`src/rtl/write_iq_bytes.sv`:
```
// write_iq_bytes
//
// Turns paired 32-bit quantized I/Q samples back into the raw interleaved
// 8-bit IQ byte stream. One I word and one Q word are popped together from two
// FWFT FIFOs. Each is dequantized by an arithmetic right shift with 16-bit
// saturation, then emitted as four little-endian bytes: I_lo, I_hi, Q_lo, Q_hi.
//
// Ports:
//   clock      in   system clock, rising edge
//   reset      in   synchronous, active-high reset
//   I_empty    in   I FIFO empty (I_dout valid when low)
//   I_dout     in   I sample, two's complement
//   I_rd_en    out  pop I FIFO
//   Q_empty    in   Q FIFO empty (Q_dout valid when low)
//   Q_dout     in   Q sample, two's complement
//   Q_rd_en    out  pop Q FIFO (always equal to I_rd_en)
//   out_full   in   output byte FIFO full
//   out_wr_en  out  output byte write strobe
//   out_din    out  output byte
module write_iq_bytes #(
    parameter int DATA_WIDTH = 32,
    parameter int QUANT_BITS = 10
) (
    input  logic                  clock,
    input  logic                  reset,
    input  logic                  I_empty,
    input  logic [DATA_WIDTH-1:0] I_dout,
    output logic                  I_rd_en,
    input  logic                  Q_empty,
    input  logic [DATA_WIDTH-1:0] Q_dout,
    output logic                  Q_rd_en,
    input  logic                  out_full,
    output logic                  out_wr_en,
    output logic [7:0]            out_din
);

    localparam logic [2:0] S_IDLE = 3'd0;
    localparam logic [2:0] S_B0   = 3'd1;
    localparam logic [2:0] S_B1   = 3'd2;
    localparam logic [2:0] S_B2   = 3'd3;
    localparam logic [2:0] S_B3   = 3'd4;

    localparam logic signed [DATA_WIDTH-1:0] SAT_MAX = DATA_WIDTH'(32767);
    localparam logic signed [DATA_WIDTH-1:0] SAT_MIN = DATA_WIDTH'(-32768);

    logic [2:0]  state;
    logic [15:0] i16;
    logic [15:0] q16;

    logic        in_byte;
    logic        both_valid;
    logic        pop;

    // Floor division by 2^QUANT_BITS, clamped to the signed 16-bit range.
    function automatic logic [15:0] dequant(input logic [DATA_WIDTH-1:0] x);
        logic signed [DATA_WIDTH-1:0] s;
        s = $signed(x) >>> QUANT_BITS;
        if (s > SAT_MAX) begin
            return 16'h7fff;
        end else if (s < SAT_MIN) begin
            return 16'h8000;
        end else begin
            return s[15:0];
        end
    endfunction

    always_comb begin
        in_byte    = (state != S_IDLE);
        both_valid = !I_empty && !Q_empty;
        // Gating with reset keeps a half-emitted pair from leaking its next
        // byte during the reset cycle.
        out_wr_en  = in_byte && !out_full && !reset;
        pop        = both_valid && !reset &&
                     ((state == S_IDLE) || ((state == S_B3) && out_wr_en));
        I_rd_en    = pop;
        Q_rd_en    = pop;
    end

    // Register-only mux: no path from I_dout/Q_dout to out_din.
    always_comb begin
        out_din = 8'h00;
        unique case (state)
            S_B0:    out_din = i16[7:0];
            S_B1:    out_din = i16[15:8];
            S_B2:    out_din = q16[7:0];
            S_B3:    out_din = q16[15:8];
            default: out_din = 8'h00;
        endcase
    end

    always_ff @(posedge clock) begin
        if (reset) begin
            state <= S_IDLE;
            i16   <= 16'h0000;
            q16   <= 16'h0000;
        end else if (pop) begin
            // Covers both the idle start and the seamless S_B3 -> S_B0 reload.
            i16   <= dequant(I_dout);
            q16   <= dequant(Q_dout);
            state <= S_B0;
        end else if (out_wr_en) begin
            unique case (state)
                S_B0:    state <= S_B1;
                S_B1:    state <= S_B2;
                S_B2:    state <= S_B3;
                S_B3:    state <= S_IDLE;
                default: state <= S_IDLE;
            endcase
        end
    end

endmodule

```
`config.mk`:
```
export PLATFORM = sky130hd
export DESIGN_NAME = write_iq_bytes
export DESIGN_NICKNAME = d
export VERILOG_FILES = /design/src/rtl/write_iq_bytes.sv
export SDC_FILE = /design/constraint.sdc
export NUM_CORES = 1
export LEC_CHECK = 0
export BUFFER_PORTS_ARGS = -buffer_cell sky130_fd_sc_hd__buf_2
export CAP_MARGIN = 20
export CORE_MARGIN = 4
export CORE_UTILIZATION = 50
export DETAILED_ROUTE_END_ITERATION = 10
export GPL_TIMING_DRIVEN = 0
export PLACE_DENSITY = 0.82
export SYNTH_ARGS = -nofsm -noshare
export SYNTH_HDL_FRONTEND = slang
export SYNTH_SLANG_ARGS = --single-unit
```
`constraint.sdc`:
```
create_clock -name clock -period 3.01 [get_ports clock]
set_input_delay 0.301 -clock clock [delete_from_list [all_inputs] [get_ports clock]]
set_output_delay 0.301 -clock clock [all_outputs]
set_load 0.02 [all_outputs]
```
==> Word-level counts from Yosys, hierarchy flattened <==
Cells that the tools add are included.
{ "totals": {"regBits": 35, "inputBits": 69, "output_inout_bits": 11, "wordCells": 35} }
{ "classes": {"n_lt_le_gt_ge": 4, "eq_ne": 4, "n_mux": 8, "reduce_logical": 15} }
{ "op_table": {"columns": ["cell", "count"], "rows": [
  ["$mux W16", 4],
  ["$gt A22 B16 Y1 const B", 2],
  ["$lt A22 B16 Y1 const B", 2],
  ["$pmux W8 S4", 1],
  ["$pmux W3 S3", 1],
  ["$eq A3 B2 Y1 const B", 2],
  ["$logic_and A1 B1 Y1", 6],
  ["$logic_not A1 Y1", 4],
  ["$eq A3 B1 Y1 const B", 1],
  ["$eq A3 B3 Y1 const B", 1],
  ["$logic_not A3 Y1", 1],
  ["$reduce_bool A3 Y1", 1],
  ["$mux W1", 2],
  ["$reduce_bool A2 Y1", 1],
  ["$reduce_or A2 Y1", 1],
  ["$logic_or A1 B1 Y1", 1]
]} }

==> Logic depth before layout (Yosys ltp) <==
Gate-level depths: netlist (run 1).
{ "depth": {"ltp_word": 7, "depth_mapped": 6, "depth_no_buf": 4} }

==> Worst setup path before layout (run 1) <==
No wires, ideal clock.
{ "synth_timing": {"path_kind": "reg-to-reg", "from": "register state[1]", "to": "register i16[0]", "arrival_ns": 1.948, "slack_ns": 0.947, "stages_incl_launch_ff": 7, "period_less_slack_ns": 2.063, "cell_sequence": "dfxtp_1 > buf_2 > or4_4 > a211oi_4 > nor2_2 > buf_6 > o2bb2ai_2"} }
{ "synth_between": {"elab_chain_len": 6} }
{ "synth_lines": {"columns": ["element", "line", "source"], "rows": [
  ["start, declared", "46", "logic [2:0] state;"],
  ["start signal, assigned", "93", "state <= S_IDLE;"],
  ["start signal, assigned", "100", "state <= S_B0;"],
  ["start signal, assigned", "103", "S_B0: state <= S_B1;"],
  ["$reduce_bool A3 Y1", "68", "in_byte = (state != S_IDLE);"],
  ["$logic_and A1 B1 Y1 (2 in series)", "72", "out_wr_en = in_byte && !out_full && !reset;"],
  ["$logic_and A1 B1 Y1", "74", "((state == S_IDLE) || ((state == S_B3) && out_wr_en));"],
  ["$logic_or A1 B1 Y1 *", "74", null],
  ["$logic_and A1 B1 Y1 *", "73", "pop = both_valid && !reset &&"],
  ["net I_rd_en", "28", "output logic I_rd_en,"],
  ["end signal, assigned", "98", "i16 <= dequant(I_dout);"],
  ["end, declared", "47", "logic [15:0] i16;"]
]} }
The timed path passes the listed nets; every way through them passes the cells marked *.
A chain may end at the register's enable or synchronous reset.

==> Worst setup path in the final report (run 1) <==
{ "layout_timing": {"from": "register state[0]", "to": "output Q_rd_en"} }
{ "layout_between": {"elab_chain_len": 6} }
{ "layout_lines": {"columns": ["element", "line", "source"], "rows": [
  ["$reduce_bool A3 Y1", "68", null],
  ["$logic_and A1 B1 Y1 (2 in series)", "72", null],
  ["$logic_and A1 B1 Y1", "74", null],
  ["$logic_or A1 B1 Y1 *", "74", null],
  ["$logic_and A1 B1 Y1 *", "73", null],
  ["end, declared", "31", "output logic Q_rd_en,"]
]} }
Every way passes the cells marked *; elsewhere a longest branch is shown, timed or not.

==> results of run 1 <==
sequential cells by signal (all words and copies together) (netlist names):
name and flops:
i16 16, q16 16, state 3
cells in the mapped netlist:
cell	count	share of area, %
nand2_4	2	1.3
or4_4	1	0.65
nand2b_1	2	0.72
clkbuf_1	8	1.7
or3_1	1	0.36
o2bb2ai_1	10	5.0
nor4b_1	1	0.50
a22oi_1	9	3.9
nor2b_1	4	1.4
a211oi_4	1	1.1
mux2i_1	8	4.6
o2bb2ai_2	20	17
nor3_1	3	0.86
nand4_1	2	0.72
dfxtp_1	35	40
a21oi_1	4	1.1
o21ai_0	3	0.86
nand2_1	2	0.43
buf_6	5	3.2
buf_4	1	0.43
nor2_1	37	8.0
o22ai_1	9	3.2
nor4_1	2	0.72
nor2_2	1	0.36
a22o_1	2	1.0
buf_2	1	0.29
kinds of logic (layout without fill, tap and decap cells):
group / after synthesis / count (layout)
buffers and inverters: 15 / 80
muxes: 8 / 8
and+or+nand+nor: 58 / 58
AOI/OAI and AO/OA: 58 / 58
DFF: 35 / 35
through the flow:
step	cell area, um^2	hold WS, ps	utilization (%)	power (mW)
after floorplan	1740	432	-	0.623
after global placement	2090	451	62.0	0.681
after detailed placement	2090	456	62.0	0.686
after CTS	2140	184	63.6	0.924
after global routing	2140	189	63.6	0.959
final	2140	191	63.6	0.917
final timing paths:
| check | startpoint | endpoint | slack (ps) | depth (start not counted) |
|---|---|---|---|---|
| hold / removal | Q_dout[15] | q16[5]$_SDFFE_PP0P_ | 190 | 3 |
| setup reg to reg | state[0]$_SDFFE_PP0P_ | q16[2]$_SDFFE_PP0P_ | 870 | 6 |
| setup / recovery | state[0]$_SDFFE_PP0P_ | Q_rd_en | 470 | 5 |
| hold reg to reg | i16[4]$_SDFFE_PP0P_ | i16[4]$_SDFFE_PP0P_ | 480 | 1 |
routing by layer:
| layer | part of all wire [%] | track usage, % |
|---|---|---|
| met1 | 45 | 26.8 |
| met4 | 2.8 | 9.11 |
| met2 | 46 | 30.6 |
| met5 | 0 | 0 |
| met3 | 6.1 | 4.05 |
power groups by stage:
stage                     Sequential, mW  Clock, mW  Combinational, mW
after floorplan                    0.510          0              0.113
after global placement             0.515          0              0.167
after detailed placement           0.515          0              0.171
after CTS                          0.505      0.247              0.171
after global routing               0.508      0.264              0.188
final                              0.505      0.242              0.170
worst min-delay path, delay by kind of cell:
| family | cells | cell delay (ps) |
|---|---|---|
| compound gates | 1 | 90 |
| buf+inv | 1 | 70 |
| simple gates | 1 | 40 |
final cells by class:
cell class	count	area [um^2]
tap	46	57.6
buffer	15	98.8
clock buffer	5	37.5
sequential	35	701
timing repair buffer	57	285
multi-input combinational	124	943
fill	299	1220
clock inverter	3	15.0
==> run_results.csv, run 1 <==
group,metric,value,unit
yosys,synthMuxAreaShare,4.59,%
global_route,grt_overflow_total,0,
finish,most-common-layout-cells,"buf_2, nor2_1, dfxtp_1",
sta,worst_slew_pin_slew,603,ps
cts,cts_setup_buffers,0,
sta,relSlewSlack,59.8,%
yosys,yosys.area_share.simple,16.0,%
cts,cts_buffer_depth,2,
finish,area_growth,22.7,%
placement,hpwl,3170,um
sta,grt_setup_unrepaired,"no",
run,maxCapViolCount,0,
floorplanning,die-area,0.00449,mm^2
pwr,clkPwrFrac,26.4,%
yosys,syn_inst,174,
pwr,pwr-share-comb,18.6,%
worst_setup_path,cp-end-kind,"output port",
cts,cts.clk_slew.worst_paths,110,ps
cts,cts_tree,"yes",
worst_setup_path,startpoint_type,"register",
drt,drt_iter0_drc,77,
pwr,peakVddDrop,0.317,mV
finish,final_common_cell,"buf_2",
sta,fin_ws,472,ps
cts,h-tree-depth,2,
sta,finalHoldViolCount,0,
cts,root_buffer,"clkbuf_4",
yosys,synth_xor_area_share,0,%
floorplanning,die_x,67.0,um
pwr,seqPwrFrac,55.1,%
drt,viasPerCell,5.51,
pwr,p_switching,0.265,mW
worst_setup_path,crit_family,"simple AND/OR/NAND/NOR gates",
drt,wl_per_cell,14.6,um
cts,cts.sinks,35,
yosys,yosys.area_share.adder,0,%
floorplanning,die_h,67.0,um
sta,fmax,394,MHz
placement,place.gp.congestion,0.825,
cts,clk_latency,330,ps
placement,post-place-ws,836,ps
yosys,syn_nets,243,
pwr,powerDensity,429,mW/mm^2
sta,min_period,2540,ps
worst_setup_path,cp.required,2710,ps
drt,drc,0,
drt,via_count,1571,
worst_setup_path,crit_chain,"clkbuf_1 > or4_4 > a211oi_4 > buf_4 > buf_2",
global_route,grt_pass1_wl,6630,um
finish,drive_gt1_share,40.6,%
cts,cts_resized,0,
finish,stdcell_count,285,
pwr,switching_share,28.9,%
floorplanning,num_rows,21,
worst_setup_path,crit_buf_inv,3,
worst_setup_path,cp_data_arrival_time,2240,ps
worst_setup_path,path_max_fanout,7,
cts,postCtsHoldBufs,0,
drt,ant_nets,0,
worst_setup_path,crit_slowest_cell,"or4_4",
sta,setup_viol,0,
worst_hold_path,hold_path.class,"in -> reg",
sta,drv_slew,0,
drt,routed_wirelength,4170,um
global_route,grt_max_degree,12,
global_route,antenna_found_initial,0,
drt,firstDrtPassIters,4,
floorplanning,core,0.00336,mm^2
sta,period_share,84.3,%
outcome,status,"finished clean",
yosys,syn_area,0.00174,mm^2
yosys,synth.distinct_cells,26,
floorplanning,initial_core_util,51.8,%
finish,diodes,0,
placement,post-place-cells,277,
cts,cts_made_buffers,5,
yosys,avgSynthCellArea,10.0,um^2
global_route,grt_util_all_layers,20.0,%
pwr,power.internal,0.652,mW
worst_setup_path,crit_path_max_incr_delay,590,ps
worst_setup_path,critPathKind,"reg -> out",
pwr,p_leak,0.879,nW
placement,numPortBuffers,57,
sta,setup_tns,0,ps
finish,layout.nets,307,
yosys,synth_top_family_by_area,"compound AO/OA/AOI/OAI gates",
yosys,synth_compound_area_share,33.5,%
yosys,yosysSeqAreaShare,40.2,%
yosys,synth_warnings,0,
sta,skew,6.33,ps
yosys,ys_ff_latch,35,
floorplanning,ioPinCount,80,
global_route,grt_pass1_vias,1405,
Power figures use the tool's default switching activity.
==> inputs of run 2 (changes only) <==
--- a/config.mk
+++ b/config.mk
@@ -8,10 +8,10 @@
 export BUFFER_PORTS_ARGS = -buffer_cell sky130_fd_sc_hd__buf_2
 export CAP_MARGIN = 20
 export CORE_MARGIN = 4
-export CORE_UTILIZATION = 50
+export CORE_UTILIZATION = 42
 export DETAILED_ROUTE_END_ITERATION = 10
 export GPL_TIMING_DRIVEN = 0
-export PLACE_DENSITY = 0.82
+export PLACE_DENSITY = 0.73
 export SYNTH_ARGS = -nofsm -noshare
 export SYNTH_HDL_FRONTEND = slang
 export SYNTH_SLANG_ARGS = --single-unit
==> constraint.sdc (replaced) <==
create_clock -name clock -period 2.2 [get_ports clock]
set_input_delay 0.22 -clock clock [delete_from_list [all_inputs] [get_ports clock]]
set_output_delay 0.22 -clock clock [all_outputs]
set_load 0.02 [all_outputs]
==> run_results.csv, run 2 (same netlist as run 1, synthesis figures left out) <==
group,metric,value,unit
sta,setup_viol,0,
global_route,grt_overflow_total,0,
global_route,grt_pass1_vias,1455,
finish,stdcell_area,0.00220,mm^2
global_route,grt_max_degree,11,
pwr,p_switching,0.378,mW
cts,cts.sinks,35,
cts,postCtsHoldBufs,0,
drt,via_count,1530,
worst_setup_path,cp_data_arrival_time,1840,ps
placement,place.gp.congestion,0.762,
finish,area_growth,26.3,%
sta,drv_slew,0,
drt,ant_nets,0,
outcome,status,"finished clean",
finish,layout.nets,308,
floorplanning,die_x,72.4,um
pwr,peakVddDrop,0.504,mV
global_route,grt_pass1_wl,6820,um
floorplanning,core,0.00400,mm^2
run,maxCapViolCount,0,
drt,wl_per_cell,14.9,um
worst_setup_path,critPathKind,"reg -> out",
sta,grt_setup_unrepaired,"no",
sta,finalHoldViolCount,0,
placement,place_area,0.00209,mm^2
cts,clk_latency,290,ps
pwr,p_leak,0.907,nW
floorplanning,initial_core_util,43.6,%
pwr,seqPwrFrac,48.2,%
floorplanning,die-area,0.00524,mm^2
pwr,switching_share,26.3,%
floorplanning,num_rows,23,
worst_setup_path,cp-end-kind,"output port",
drt,firstDrtPassIters,4,
floorplanning,ioPinCount,80,
finish,diodes,0,
worst_setup_path,cp.required,1980,ps
sta,period_share,93.8,%
finish,most-common-layout-cells,"buf_2, nor2_1, dfxtp_1",
sta,setup_tns,0,ps
finish,top_regs,"i16 (16), q16 (16), state (3)",
pwr,pwr-share-comb,16.2,%
pwr,clkPwrFrac,35.6,%
cts,cts_made_buffers,5,
worst_setup_path,startpoint_type,"register",
cts,cts_tree,"yes",
placement,hpwl,3260,um
sta,min_period,2060,ps
sta,worst_slew_pin_slew,488,ps
drt,drt_iter0_drc,58,
floorplanning,die_h,72.4,um
cts,h-tree-depth,2,
drt,drc,0,
worst_hold_path,hold_path.class,"in -> reg",
worst_setup_path,path_max_fanout,7,
finish,final_common_cell,"buf_2",
finish,post-route-util,55.0,%
placement,numPortBuffers,57,
cts,root_buffer,"clkbuf_8",
sta,relSlewSlack,67.5,%
drt,routed_wirelength,4320,um
global_route,antenna_found_initial,0,
cts,cts_buffer_depth,2,
sta,skew,3.17,ps
drt,viasPerCell,5.28,
sta,fmax,485,MHz
global_route,grt_util_all_layers,16.9,%
cts,cts.clk_slew.worst_paths,70,ps
finish,drive_gt1_share,41.3,%
pwr,powerDensity,653,mW/mm^2
pwr,power.internal,1.06,mW
run 2: changes by cell type in the layout (fill, tap and decap cells not counted):
| cell | change |
|---|---|
| clkbuf_1 | -1 |
| buf_4 | +1 |
| clkbuf_2 | +2 |
| clkbuf_8 | +7 |
| clkinv_2 | -3 |
| clkbuf_4 | -5 |
run 2: final timing paths:
path / start / endpoint / slack, ps / depth (start not counted)
setup reg to reg: state[0]$_SDFFE_PP0P_ / q16[2]$_SDFFE_PP0P_ / 190 / 7
hold reg to reg: q16[5]$_SDFFE_PP0P_ / q16[5]$_SDFFE_PP0P_ / 480 / 1
hold / removal: Q_dout[24] / q16[14]$_SDFFE_PP0P_ / 160 / 3
setup / recovery: state[0]$_SDFFE_PP0P_ / Q_rd_en / 140 / 5
run 2: timing repair:
item / in CTS / in global routing
pin swaps: 1 / 0
gates resized for setup: 0 / 4
setup buffers: 1 / 0
endpoints found under the setup margin: 2 / 4
gates cloned: 0 / 0
run 2: stage by stage:
| stage | instances | total power, mW | worst slack (ps) | hold WS (ps) |
|---|---|---|---|---|
| final | 290 | 1.44 | 136 | 164 |
| after global routing | 290 | 1.49 | 60.5 | 165 |
| after floorplan | 174 | 0.853 | 137 | 353 |
| after CTS | 290 | 1.44 | 77.0 | 166 |
| after detailed placement | 281 | 0.937 | 18.0 | 460 |
| after global placement | 281 | 0.933 | 33.4 | 450 |
run 2: power by group through the flow:
| stage | Combinational, mW | Sequential [mW] | Clock (mW) |
|---|---|---|---|
| 6_report | 0.233 | 0.692 | 0.512 |
| 3_3_place_gp | 0.228 | 0.705 | 0 |
| 2_1_floorplan | 0.155 | 0.698 | 0 |
| 3_5_place_dp | 0.233 | 0.705 | 0 |
| 5_1_grt | 0.257 | 0.695 | 0.544 |
| 4_1_cts | 0.235 | 0.692 | 0.517 |
run 2: layout make-up:
type | count | area (um^2)
Sequential cell | 35 | 701
Multi-Input combinational cell | 124 | 943
Clock buffer | 8 | 100
Timing Repair Buffer | 58 | 293
Fill cell | 387 | 1800
Buffer | 15 | 101
Tap cell | 50 | 62.6
run 2: worst max-delay path, cell delays in order, from the launching register on:
cell and delay (ps):
dfxtp_1 300, clkbuf_1 180, or4_4 590, a211oi_4 200, buf_4 140, buf_2 150
run 2: metal layers:
layer,global-route usage [%],routed length (um),part of all wire (%),up-vias
met5,0,0,0,-
met4,6.56,74,1.7,0
met3,5.68,287,6.6,8
met2,25.7,1970,46,46
met1,22.1,1980,46,694
li1,-,-,-,782
